<file path="src/rtl/pipe_ctrl_pkg.sv">
// Shared definitions for the pipeline stall/flush sequencer and its debug monitor.
// The state encoding is visible outside the controller, so the values are fixed.
package pipe_ctrl_pkg;

    localparam int unsigned REG_W = 5;

    typedef enum logic [1:0] {
        RUN      = 2'd0,
        MEM_WAIT = 2'd1,
        FLUSH    = 2'd2
    } ctrl_state_e;

endpackage

</file>
<file path="src/rtl/sat_counter.sv">
// Up-counter that sticks at all-ones instead of wrapping; synchronous clear wins over increment.
module sat_counter #(
    parameter int unsigned CNT_W = 16
) (
    input  logic             i_clk,
    input  logic             i_clr,
    input  logic             i_inc,
    output logic [CNT_W-1:0] o_cnt
);

    logic [CNT_W-1:0] r_cnt;

    always_ff @(posedge i_clk) begin
        if (i_clr) begin
            r_cnt <= '0;
        end else if (i_inc && (r_cnt != '1)) begin
            r_cnt <= r_cnt + 1'b1;
        end
    end

    assign o_cnt = r_cnt;

endmodule

</file>
<file path="src/rtl/pipeline_hazard_ctrl.sv">
// Stall/flush sequencer for the 5-stage pipeline: resolves dmem wait, taken branch,
// load-use and imem wait hazards, and keeps saturating stall/flush profiling counters.
module pipeline_hazard_ctrl #(
    parameter int unsigned REG_W        = pipe_ctrl_pkg::REG_W,
    parameter int unsigned FLUSH_CYCLES = 1,
    parameter int unsigned WAIT_MAX     = 255,
    parameter int unsigned CNT_W        = 16
) (
    input  logic             clk,
    input  logic             rst,
    input  logic [REG_W-1:0] IFID_rs,
    input  logic [REG_W-1:0] IFID_rt,
    input  logic             IDEX_MemRead,
    input  logic [REG_W-1:0] IDEX_rt,
    input  logic             branch_taken,
    input  logic             dmem_req,
    input  logic             dmem_ready,
    input  logic             imem_ready,
    output logic             PCWrite,
    output logic             IFIDStall,
    output logic             IFIDFlush,
    output logic             IDEXStall,
    output logic             IDEXFlush,
    output logic             EXMEMStall,
    output logic             MEMWBBubble,
    output logic             mem_timeout,
    output logic [CNT_W-1:0] stall_cnt,
    output logic [CNT_W-1:0] flush_cnt
);

    import pipe_ctrl_pkg::*;

    localparam int unsigned          WAIT_W    = $clog2(WAIT_MAX + 1);
    localparam logic [WAIT_W-1:0]    WAIT_LIM  = WAIT_W'(WAIT_MAX);
    localparam logic [1:0]           FL_RELOAD = 2'(FLUSH_CYCLES - 1);

    ctrl_state_e       r_state, w_state_nxt;
    logic [WAIT_W-1:0] r_wait_cnt, w_wait_nxt;
    logic [1:0]        r_fl_cnt, w_fl_nxt;
    logic              r_timeout, w_timeout_nxt;
    logic              w_load_use;
    logic              w_freeze;

    assign w_load_use = IDEX_MemRead && (IDEX_rt != '0) &&
                        ((IDEX_rt == IFID_rs) || (IDEX_rt == IFID_rt));

    // In MEM_WAIT only dmem_ready ends the freeze; the request is already latched in EX/MEM.
    assign w_freeze = (r_state == MEM_WAIT) ? !dmem_ready : (dmem_req && !dmem_ready);

    always_comb begin
        PCWrite       = 1'b1;
        IFIDStall     = 1'b0;
        IFIDFlush     = 1'b0;
        IDEXStall     = 1'b0;
        IDEXFlush     = 1'b0;
        EXMEMStall    = 1'b0;
        MEMWBBubble   = 1'b0;
        w_state_nxt   = r_state;
        w_wait_nxt    = r_wait_cnt;
        w_fl_nxt      = r_fl_cnt;
        w_timeout_nxt = r_timeout;

        if (rst) begin
            PCWrite     = 1'b0;
            IFIDFlush   = 1'b1;
            IDEXFlush   = 1'b1;
            MEMWBBubble = 1'b1;
        end else if (w_freeze) begin
            PCWrite     = 1'b0;
            IFIDStall   = 1'b1;
            IDEXStall   = 1'b1;
            EXMEMStall  = 1'b1;
            MEMWBBubble = 1'b1;
            w_state_nxt = MEM_WAIT;
            if (r_state != MEM_WAIT) begin
                w_wait_nxt = WAIT_W'(1);
            end else if (r_wait_cnt != WAIT_LIM) begin
                w_wait_nxt = r_wait_cnt + 1'b1;
            end
            if (w_wait_nxt == WAIT_LIM) begin
                w_timeout_nxt = 1'b1;
            end
        end else if (branch_taken) begin
            IFIDFlush = 1'b1;
            IDEXFlush = 1'b1;
            if (FLUSH_CYCLES > 1) begin
                w_state_nxt = FLUSH;
                w_fl_nxt    = FL_RELOAD;
            end else begin
                w_state_nxt = RUN;
                w_fl_nxt    = 2'd0;
            end
        end else if (r_fl_cnt != 2'd0) begin
            // Either in FLUSH, or releasing from a dmem stall that interrupted one.
            IFIDFlush = 1'b1;
            IDEXFlush = 1'b1;
            if (r_fl_cnt == 2'd1) begin
                w_state_nxt = RUN;
                w_fl_nxt    = 2'd0;
            end else begin
                w_state_nxt = FLUSH;
                w_fl_nxt    = r_fl_cnt - 2'd1;
            end
        end else begin
            w_state_nxt = RUN;
            if (w_load_use) begin
                PCWrite   = 1'b0;
                IFIDStall = 1'b1;
                IDEXFlush = 1'b1;
            end else if (!imem_ready) begin
                PCWrite   = 1'b0;
                IFIDFlush = 1'b1;
            end
        end
    end

    always_ff @(posedge clk) begin
        if (rst) begin
            r_state    <= RUN;
            r_wait_cnt <= '0;
            r_fl_cnt   <= 2'd0;
            r_timeout  <= 1'b0;
        end else begin
            r_state    <= w_state_nxt;
            r_wait_cnt <= w_wait_nxt;
            r_fl_cnt   <= w_fl_nxt;
            r_timeout  <= w_timeout_nxt;
        end
    end

    assign mem_timeout = r_timeout;

    sat_counter #(
        .CNT_W (CNT_W)
    ) u_stall_cnt (
        .i_clk (clk),
        .i_clr (rst),
        .i_inc (!PCWrite),
        .o_cnt (stall_cnt)
    );

    sat_counter #(
        .CNT_W (CNT_W)
    ) u_flush_cnt (
        .i_clk (clk),
        .i_clr (rst),
        .i_inc (IFIDFlush),
        .o_cnt (flush_cnt)
    );

endmodule

</file>
<file path="config.mk">
export PLATFORM = sky130hd
export DESIGN_NAME = pipeline_hazard_ctrl
export DESIGN_NICKNAME = d
export VERILOG_FILES = /design/src/rtl/pipe_ctrl_pkg.sv /design/src/rtl/sat_counter.sv /design/src/rtl/pipeline_hazard_ctrl.sv
export SDC_FILE = /design/constraint.sdc
export NUM_CORES = 1
export LEC_CHECK = 0
export CAP_MARGIN = 30
export CORE_MARGIN = 3
export CORE_UTILIZATION = 53
export DETAILED_ROUTE_END_ITERATION = 6
export GPL_ROUTABILITY_DRIVEN = 1
export PLACE_DENSITY = 0.95
export SLEW_MARGIN = 20
export SYNTH_ARGS = -nofsm -noshare
export SYNTH_HDL_FRONTEND = slang
export SYNTH_SLANG_ARGS = --single-unit
</file>
<file path="constraint.sdc">
create_clock -name clk -period 5.75 [get_ports clk]
set_input_delay 1.725 -clock clk [delete_from_list [all_inputs] [get_ports clk]]
set_output_delay 1.725 -clock clk [all_outputs]
set_load 0.02 [all_outputs]
</file>
==> flow_metrics.py, run 1 <==
metrics = {
    "timing": {
        "period_minus_slack_ps": 5610,
        "holdWs_ps": 471,
        "tns_ps": 0,
        "worstMarginPinSlew_ps": 897,
        "rsz0062_at_grt": "false",
        "hold_viol": 0,
        "max_slew_margin_pct": 40.2,
        "final-setup-viol-count": 0,
        "finalCritPeriodShare_pct": 97.6,
        "slew_viol_final": 0,
        "finClkSkew_ps": 8.19,
        "max_freq_mhz": 178,
    },
    "worst_setup_path": {
        "worstSetupPathType": "in -> out",
        "cp.required_ps": 4030,
        "worst_setup_path_end_kind": "output port",
        "critPathMaxStageDelay_ps": 560,
        "arrival_ps": 3890,
        "crit_slowest_cell": "or4_4",
        "crit_path_frequent_cell": "clkdlybuf4s50_1",
        "r2r-end": "u_stall_cnt.o_cnt[1]",
        "r2r_slack_ps": 3450,
        "r2r-start": "r_fl_cnt[0]",
        "critical_path.startpoint_type": "input pin",
        "crit_chain": "clkdlybuf4s50_1, or4_4, o21ai_2, and2b_1, o21ai_0, nand2b_1, clkdlybuf4s50_1",
        "r2r_cells": 8,
        "crit_fanout": 3,
    },
    "placement": {
        "io_buffer_count": 61,
        "dp_hpwl_um": 4510,
        "routabilityCongestion": 0.906,
        "placed_cell_area_um2": 3140,
    },
    "yosys": {
        "synthesis.instances": 319,
        "synth_cell_types": 47,
        "syn_area_per_cell_um2": 7.84,
        "synth.largest_area_cell": "dfxtp_1",
        "synth_top_area_share_pct": 36.0,
        "ys.warnings.count": 0,
        "synth_seq_cells": 45,
        "synth_seq_area_share_pct": 36.0,
        "syn-cell-area_um2": 2500,
        "ys_top_cells_by_area": "dfxtp_1 36%, xnor2_1 8.4%, nor2_1 5.7%",
        "syn_nets": 346,
    },
    "power": {
        "power_frac_comb_pct": 15.9,
        "clkPwrFrac_pct": 31.7,
        "power_density_nw_per_um2": 193,
        "peakVddDrop_mv": 0.112,
        "pwr-share-seq_pct": 52.4,
        "p_switching_uw": 161,
        "p_int_uw": 461,
        "power.total_uw": 623,
        "power_leakage_uw": 0.00105,
        "switching_share_pct": 25.9,
    },
    "clock_tree": {
        "hold_buffers": 0,
        "cts_tree": "done",
        "clock_sinks": 45,
        "clock_latency_ps": 290,
        "cts_htree_levels": 2,
        "path_clk_slew_ps": 80,
        "cts_resized": 0,
        "cts_setup_buffers": 0,
        "max-clock-path-buffers": 2,
        "cts-root-buf": "clkbuf_8",
        "numCtsBuffers": 5,
    },
    "min_path": {
        "hold_depth": 2,
        "min-delay-start": "mem_timeout",
        "hp-class": "reg -> reg",
        "hold_end": "mem_timeout",
    },
    "layout": {
        "layout_common_cells": "61 x clkdlybuf4s50_1, 45 x dfxtp_1, 38 x nor2_1",
        "final_common_cell": "clkdlybuf4s50_1",
        "antenna_cells": 0,
        "area_growth_pct": 29.1,
        "nFillCells": 341,
        "drive_gt1_share_pct": 4.24,
        "fin_nets": 404,
        "final_cell_area_um2": 3230,
    },
    "global_route": {
        "grt_pass1_vias": 2273,
        "grt_max_degree": 50,
        "grt_usage_pct": 22.9,
        "antenna_found_initial": 0,
        "grt_overflow": 0,
        "grt_pass1_wl_um": 10100,
    },
    "floorplanning": {
        "ios": 62,
        "start_util_pct": 56.3,
        "dieArea_um2": 5580,
        "rows": 24,
        "core_area_um2": 4440,
        "die_h_um": 74.7,
        "die_w_um": 74.7,
    },
    "drt": {
        "drt-initial-drc-count": 229,
        "routedWlPerCell_um": 14.4,
        "firstDrtPassIters": 5,
        "drc": 0,
        "avgViaCountPerCell": 5.90,
        "num_vias": 2533,
        "routed_wirelength_um": 6160,
        "detail-route-antenna-nets": 0,
    },
    "job": {
        "drv_cap": 0,
    },
    "status": {
        "status": "finished clean",
    },
}
## final cells by class
type | count | area, um2 | share of cell area (%)
Clock buffer | 7 | 86.3 | 2.67
Tap cell | 52 | 65.1 | 2.02
Timing Repair Buffer | 64 | 646 | 20.0
Sequential cell | 45 | 901 | 27.9
Multi-Input combinational cell | 249 | 1490 | 46.0
Inverter | 12 | 45.0 | 1.40
## logic make-up after synthesis
family / after synthesis / synth area share [%]
DFF: 45 / 36.0
AOI/OAI and AO/OA: 67 / 16.5
muxes: 1 / 0.400
and+or+nand+nor: 151 / 31.2
xor gates and xnor gates: 25 / 8.76
buffers and inverters: 25 / 4.55
adders and majority gates: 5 / 2.50
## worst max path at each step
stage               start        end
2_1_floorplan  IDEX_rt[1]  IDEXFlush
3_3_place_gp   IDEX_rt[1]  IDEXFlush
3_5_place_dp   IDEX_rt[1]  IDEXFlush
4_1_cts        IDEX_rt[1]  IDEXFlush
5_1_grt        IDEX_rt[1]  IDEXFlush
6_report       IDEX_rt[1]  IDEXFlush
## state kept, by name, indices dropped and copies added, names as in the netlist
| name | flops |
|---|---|
| u_stall_cnt.o_cnt | 16 |
| mem_timeout | 1 |
| r_state | 2 |
| u_flush_cnt.o_cnt | 16 |
| r_fl_cnt | 2 |
| r_wait_cnt | 8 |
## cell usage after synthesis (all sizes together)
library cell and n:
a21o 2, o21ba 1, buf 5, nor4b 1, a41oi 2, nand3 15, o22ai 3, or4 7
dfxtp 45, xor2 1, and4 1, xnor2 24, o21ai 16, o21a 1, a21oi 26, and3 6
or2 1, nor3 11, nand4 10, nor3b 2, ha 5, and2b 1, clkbuf 8, a31oi 3
nand2 24, and2 7, o31a 1, nor4 11, or3 6, o211a 1, a32oi 1, nor2 38
inv 12, a211oi 3, nor2b 3, nand2b 5, a311oi 1, nand3b 2, o31ai 6, mux2i 1
## stage by stage
stage / setup slack [ps] / utilization [%] / std cells
finish: 136 / 72.6 / 429
global route: 31.8 / 72.6 / 429
CTS: 120 / 72.6 / 429
detailed placement: 120 / 70.7 / 422
global placement: 137 / 70.7 / 422
floorplan: 1170 / - / 319
## metal layers
metal,routed length (um),GRT usage (%),share of wire [%],vias up
met1,2740,29.0,45,1165
met2,3000,39.6,49,104
li1,-,-,-,1254
met4,67,6.52,1.1,0
met3,350,4.41,5.7,10
met5,0,0,0,-
## power groups by stage
stage / clock network, uW / logic, uW / registers, uW
3_5_place_dp: 0 / 99.2 / 333
3_3_place_gp: 0 / 95.2 / 333
4_1_cts: 201 / 99.4 / 326
2_1_floorplan: 0 / 49.5 / 338
6_report: 197 / 99.3 / 326
5_1_grt: 215 / 108 / 327
## critical path, delay by kind of cell
kind	cells	cell delay [ps]
and+or+nand+nor	3	820
buffers and inverters	2	1020
AOI/OAI and AO/OA	2	330
No activity file was read; power rests on OpenSTA's default activity.
==> run 2, diff against run 1 <==
Settings changed: HOLD_SLACK_MARGIN from default to 0.03.
==> results of run 2 <==
The final DEF is identical to that of run 1; final timing and power are the same.
==> run 3, diff against run 2 <==
Clock period 5.75 ns to 7 ns, I/O delays scaled along.
==> run 3 against run 2 <==
  * Clock power shrank 14%
  * Sequential share of layout area up 0.15 points
  * Worst setup slack better by 360 ps
  * Worst hold slack about the same
  * Sequential power down 18%
  * Count of clock-buffer cells in the layout is 1 lower
  * Critical path depth did not move
  * Wire length is 0.62% higher
  * Critical path type unchanged
==> flow_metrics.py, run 3 (synthesis results as in run 1) <==
metrics = {
    "layout": {
        "ff_latch_area_um2": 901,
        "antenna_cells": 0,
        "drive_gt1_share_pct": 4.26,
        "final_common_cell": "clkdlybuf4s50_1",
        "fin_nets": 402,
        "layout_common_cells": "61 x clkdlybuf4s50_1, 45 x dfxtp_1, 38 x nor2_1",
        "final_cell_area_um2": 3210,
        "area_growth_pct": 28.4,
        "nFillCells": 331,
        "multiInputGateArea_um2": 1490,
    },
    "power": {
        "power_frac_comb_pct": 15.2,
        "clkPwrFrac_pct": 32.9,
        "power_leakage_uw": 0.00104,
        "p_int_uw": 379,
        "pwr-share-seq_pct": 51.9,
        "peakVddDrop_mv": 0.0862,
        "p_switching_uw": 138,
        "switching_share_pct": 26.7,
        "power_density_nw_per_um2": 161,
    },
    "placement": {
        "dp_hpwl_um": 4590,
        "io_buffer_count": 61,
        "placed_cell_area_um2": 3110,
        "routabilityCongestion": 0.968,
    },
    "timing": {
        "tns_ps": 0,
        "max_freq_mhz": 154,
        "max_slew_margin_pct": 44.0,
        "finalCritPeriodShare_pct": 93.0,
        "slew_viol_final": 0,
        "finClkSkew_ps": 6.10,
        "final-setup-viol-count": 0,
        "rsz0062_at_grt": "false",
        "hold_viol": 0,
        "worstMarginPinSlew_ps": 840,
        "period_minus_slack_ps": 6510,
    },
    "drt": {
        "detail-route-antenna-nets": 0,
        "firstDrtPassIters": 4,
        "routedWlPerCell_um": 14.5,
        "drt-initial-drc-count": 225,
        "drc": 0,
        "avgViaCountPerCell": 5.93,
        "num_vias": 2539,
        "routed_wirelength_um": 6200,
    },
    "min_path": {
        "hold_end": "mem_timeout",
        "hp-class": "reg -> reg",
        "hold_depth": 2,
        "min-delay-start": "mem_timeout",
    },
    "floorplanning": {
        "dieArea_um2": 5580,
        "start_util_pct": 56.3,
        "ios": 62,
        "rows": 24,
        "die_w_um": 74.7,
        "core_area_um2": 4440,
        "die_h_um": 74.7,
    },
    "global_route": {
        "grt_overflow": 0,
        "grt_usage_pct": 23.2,
        "grt_pass1_vias": 2379,
        "grt_pass1_wl_um": 10200,
        "grt_max_degree": 37,
        "antenna_found_initial": 0,
    },
    "worst_setup_path": {
        "r2r_cells": 7,
        "crit_chain": "clkdlybuf4s50_1, or4_4, o21ai_2, nor3_1, a21o_1, inv_2, clkdlybuf4s50_1",
        "r2r-end": "u_stall_cnt.o_cnt[11]",
        "critPathLaunch": "IDEX_rt[1]",
        "critPathMaxStageDelay_ps": 600,
        "arrival_ps": 4410,
        "worstSetupPathType": "in -> out",
        "cp.required_ps": 4900,
        "crit_path_frequent_cell": "clkdlybuf4s50_1",
        "r2r-start": "r_state[1]",
        "worst_setup_path_end_kind": "output port",
        "crit_slowest_cell": "clkdlybuf4s50_1",
        "r2r_slack_ps": 4570,
        "critical_path.startpoint_type": "input pin",
        "crit_fanout": 14,
    },
    "clock_tree": {
        "max-clock-path-buffers": 2,
        "cts_tree": "done",
        "numCtsBuffers": 5,
        "path_clk_slew_ps": 80,
        "clock_latency_ps": 310,
        "clock_sinks": 45,
        "hold_buffers": 0,
        "cts-root-buf": "clkbuf_8",
        "cts_setup_buffers": 0,
        "cts_htree_levels": 2,
        "cts_resized": 0,
    },
    "status": {
        "status": "finished clean",
    },
    "job": {
        "drv_cap": 0,
    },
}
## run 3: cell types whose count changed in the layout (fill, tap and decap cells not counted)
cell	previous run	this run
clkbuf_1	1	0
buf_12	1	0
clkinv_4	0	1
buf_4	2	1
clkinv_2	0	1
## run 3: worst max path at each step
stage | end | slack (ps) | cells past startpoint
detailed placement | IFIDFlush | 490 | 7
finish | IFIDFlush | 490 | 7
CTS | IFIDFlush | 480 | 7
global placement | IFIDFlush | 520 | 7
global route | IFIDFlush | 380 | 7
floorplan | IDEXFlush | 1670 | 5
## run 3: metal layers
layer | share of wire [%] | GRT usage, % | vias to the layer above | wire [um]
li1 | - | - | 1254 | -
met1 | 41 | 27.4 | 1171 | 2570
met2 | 50 | 40.4 | 102 | 3100
met3 | 6.8 | 4.94 | 12 | 421
met4 | 1.8 | 10.3 | 0 | 112
met5 | 0 | 0 | - | 0
## run 3: layout make-up
class | count | share of cell area [%]
sequential | 45 | 28.1
multi-input combinational | 249 | 46.3
timing repair buffer | 62 | 19.3
clock inverter | 2 | 0.429
tap | 52 | 2.03
clock buffer | 6 | 2.57
inverter | 12 | 1.40
## run 3: power groups by stage
stage | logic (uW) | registers, uW | clock network, uW
finish | 78.6 | 268 | 170
global route | 86.0 | 269 | 181
CTS | 79.1 | 268 | 173
detailed placement | 78.8 | 274 | 0
global placement | 75.8 | 273 | 0
floorplan | 40.6 | 277 | 0
## run 3: critical path: cells and delay by family
kind / cells / cell delay, ps
AO/OA/AOI/OAI: 2 / 500
buffers and inverters: 3 / 1180
AND/OR/NAND/NOR: 2 / 620
## run 3: metrics by stage
| stage | std cells | hold WS, ps | setup WS (ps) | total power, uW | util [%] |
|---|---|---|---|---|---|
| after floorplan | 319 | 457 | 1670 | 318 | - |
| after global placement | 420 | 459 | 520 | 349 | 70.1 |
| after detailed placement | 420 | 464 | 489 | 353 | 70.1 |
| after CTS | 428 | 477 | 485 | 520 | 72.2 |
| after global routing | 428 | 491 | 377 | 536 | 72.2 |
| final | 428 | 472 | 493 | 516 | 72.2 |
==> patch, RTL diff (settings of run 2) <==
Register the output `flush_cnt`, without a reset; this adds one clock of latency there. The other outputs are not delayed to match.
--- a/src/rtl/pipeline_hazard_ctrl.sv
+++ b/src/rtl/pipeline_hazard_ctrl.sv
@@ -33,6 +33,8 @@
     localparam int unsigned          WAIT_W    = $clog2(WAIT_MAX + 1);
     localparam logic [WAIT_W-1:0]    WAIT_LIM  = WAIT_W'(WAIT_MAX);
     localparam logic [1:0]           FL_RELOAD = 2'(FLUSH_CYCLES - 1);
+
+    logic [CNT_W-1:0] flush_cnt_d;
 
     ctrl_state_e       r_state, w_state_nxt;
     logic [WAIT_W-1:0] r_wait_cnt, w_wait_nxt;
@@ -145,8 +147,12 @@
         .i_clk (clk),
         .i_clr (rst),
         .i_inc (IFIDFlush),
-        .o_cnt (flush_cnt)
+        .o_cnt (flush_cnt_d)
     );
+
+    always_ff @(posedge clk) begin
+        flush_cnt <= flush_cnt_d;
+    end
 
 endmodule
 
Check against the original RTL: not equivalent (a bounded check fails within 4 cycles, from zero or initial values and one cycle with rst high).
==> patch against run 2 <==
  * Setup slack worse by 0.016 ns
  * Highest routed layer unchanged
  * Clock skew is 0.0038 ns higher
  * Critical path type unchanged
  * Cell area is 15% higher
  * Count of clock-buffer cells in the layout is 4 higher
  * Sequential power is 36% higher
  * Synthesized area is 13% higher
  * Clock power is 97% higher
  * Hold slack worse by 0.086 ns
  * Non-clock buffer count is 5 higher
  * Global-route usage is 0.73 points lower
  * Fmax is 0.28% lower
  * Routed wire length is 7.5% higher
  * Power is 51% higher
  * Sequential cell count is 16 higher
==> patch: results (changes against run 2) <==
metric;value;unit;change
layout cells sized above 1;0.0930;;was 0.0424
CP max FO;6;;was 3
mux contribution to synthesized area;0.00756;;was 0.00400
clk_skew;0.0120;ns;was 0.00819 ns
clk_lat worst skew;0.33;ns;was 0.29 ns
Synth Instances;324;;was 319
R2R Path End;u_flush_cnt.o_cnt[5];;was u_stall_cnt.o_cnt[1]
via count;2603;;was 2,533
clkbuf count;11;;was 7
met1 GRT Util;0.276;;was 0.290
GR Layer Usage met3;0.0465;;was 0.0441
hold_sp;u_flush_cnt.o_cnt[9];;was mem_timeout
status;complete, no violations;;unchanged
DP Cell Count;449;;was 422
P_leak;1.33;nW;was 1.05 nW
Worst Hold Depth;0;;was 2
Multi-input gate area;1500;sq um;was 1490 sq um
worst vdd ir;0.168;mV;was 0.112 mV
Min Hold Slack;0.386;ns;was 0.471 ns
drt total wl;6630;microns;was 6160 microns
Layout clock area frac;0.0564;;was 0.0267
routability cong.;0.844;;was 0.906
Met3 Routed Length;564;microns;was 350 microns
first-pass GRT wire length;11100;microns;was 10,100 microns
Worst EP arrival;3.90;ns;was 3.89 ns
Data buffer area share;0.180;;was 0.200
met1 wire length;2800;microns;was 2740 microns
Non-clk invs;11;;was 12
register area;1220;sq um;was 901 sq um
DP HPWL;4850;microns;was 4510 microns
synth cell count leaders;61 x dfxtp_1, 46 x nor2_1, 30 x nand2_1;;was 45 x dfxtp_1, 38 x nor2_1, 25 x a21oi_1
FF-to-FF setup slack;2.91;ns;was 3.45 ns
reg2reg start;u_flush_cnt.o_cnt[0];;was r_fl_cnt[0]
Cell Count, Final, Fillers Out;465;;was 429
sequential area share after synthesis;0.434;;was 0.360
Synth Register Bits;61;;was 45
crit path launch;IDEX_rt[2];;was IDEX_rt[1]
Pre-Repair DR Iteration Count;4;;was 5
xor/xnor share of the synthesized area;0.112;;was 0.0876
top post-synthesis cells by area;dfxtp_1 43%, xnor2_1 7.2%, nor2_1 6.1%, xor2_1 4.0%, nand2_1 4.0%;;was dfxtp_1 36%, xnor2_1 8.4%, nor2_1 5.7%, a21oi_1 5.0%, nand2_1 3.6%
Tcrit/Tclk final;0.979;;was 0.976
H-tree level count;3;;was 2
met2 Use GR;0.367;;was 0.396
nets@finish;420;;was 404
nonclk buf count;69;;was 64
post-CTS sizing;1;;was 0
-- patch: cell types whose count changed after synthesis, moves of 5 or more --
cell | run 2 | this run
nor2_1 | 38 | 46
dfxtp_1 | 45 | 61
nand3_1 | 15 | 22
a21oi_1 | 25 | 19
o21ai_0 | 13 | 7
o31ai_1 | 6 | 1
and2_1 | 7 | 0
nor4_1 | 11 | 5
nand2_1 | 24 | 30
nor3_1 | 11 | 5
xor2_1 | 1 | 13
-- patch: metrics by stage --
step                cell area (sq um)  TNS [ns]
finish                           3730         0
floorplan                        2810         0
detailed placement               3520   -0.0793
CTS                              3720         0
global route                     3730         0
global placement                 3520         0
-- patch: power by group through the flow --
stage	combinational [mW]	clock [mW]	sequential, mW
finish	0.108	0.388	0.442
global route	0.116	0.415	0.444
CTS	0.108	0.395	0.442
detailed placement	0.108	0	0.452
global placement	0.105	0	0.451
floorplan	0.0544	0	0.456
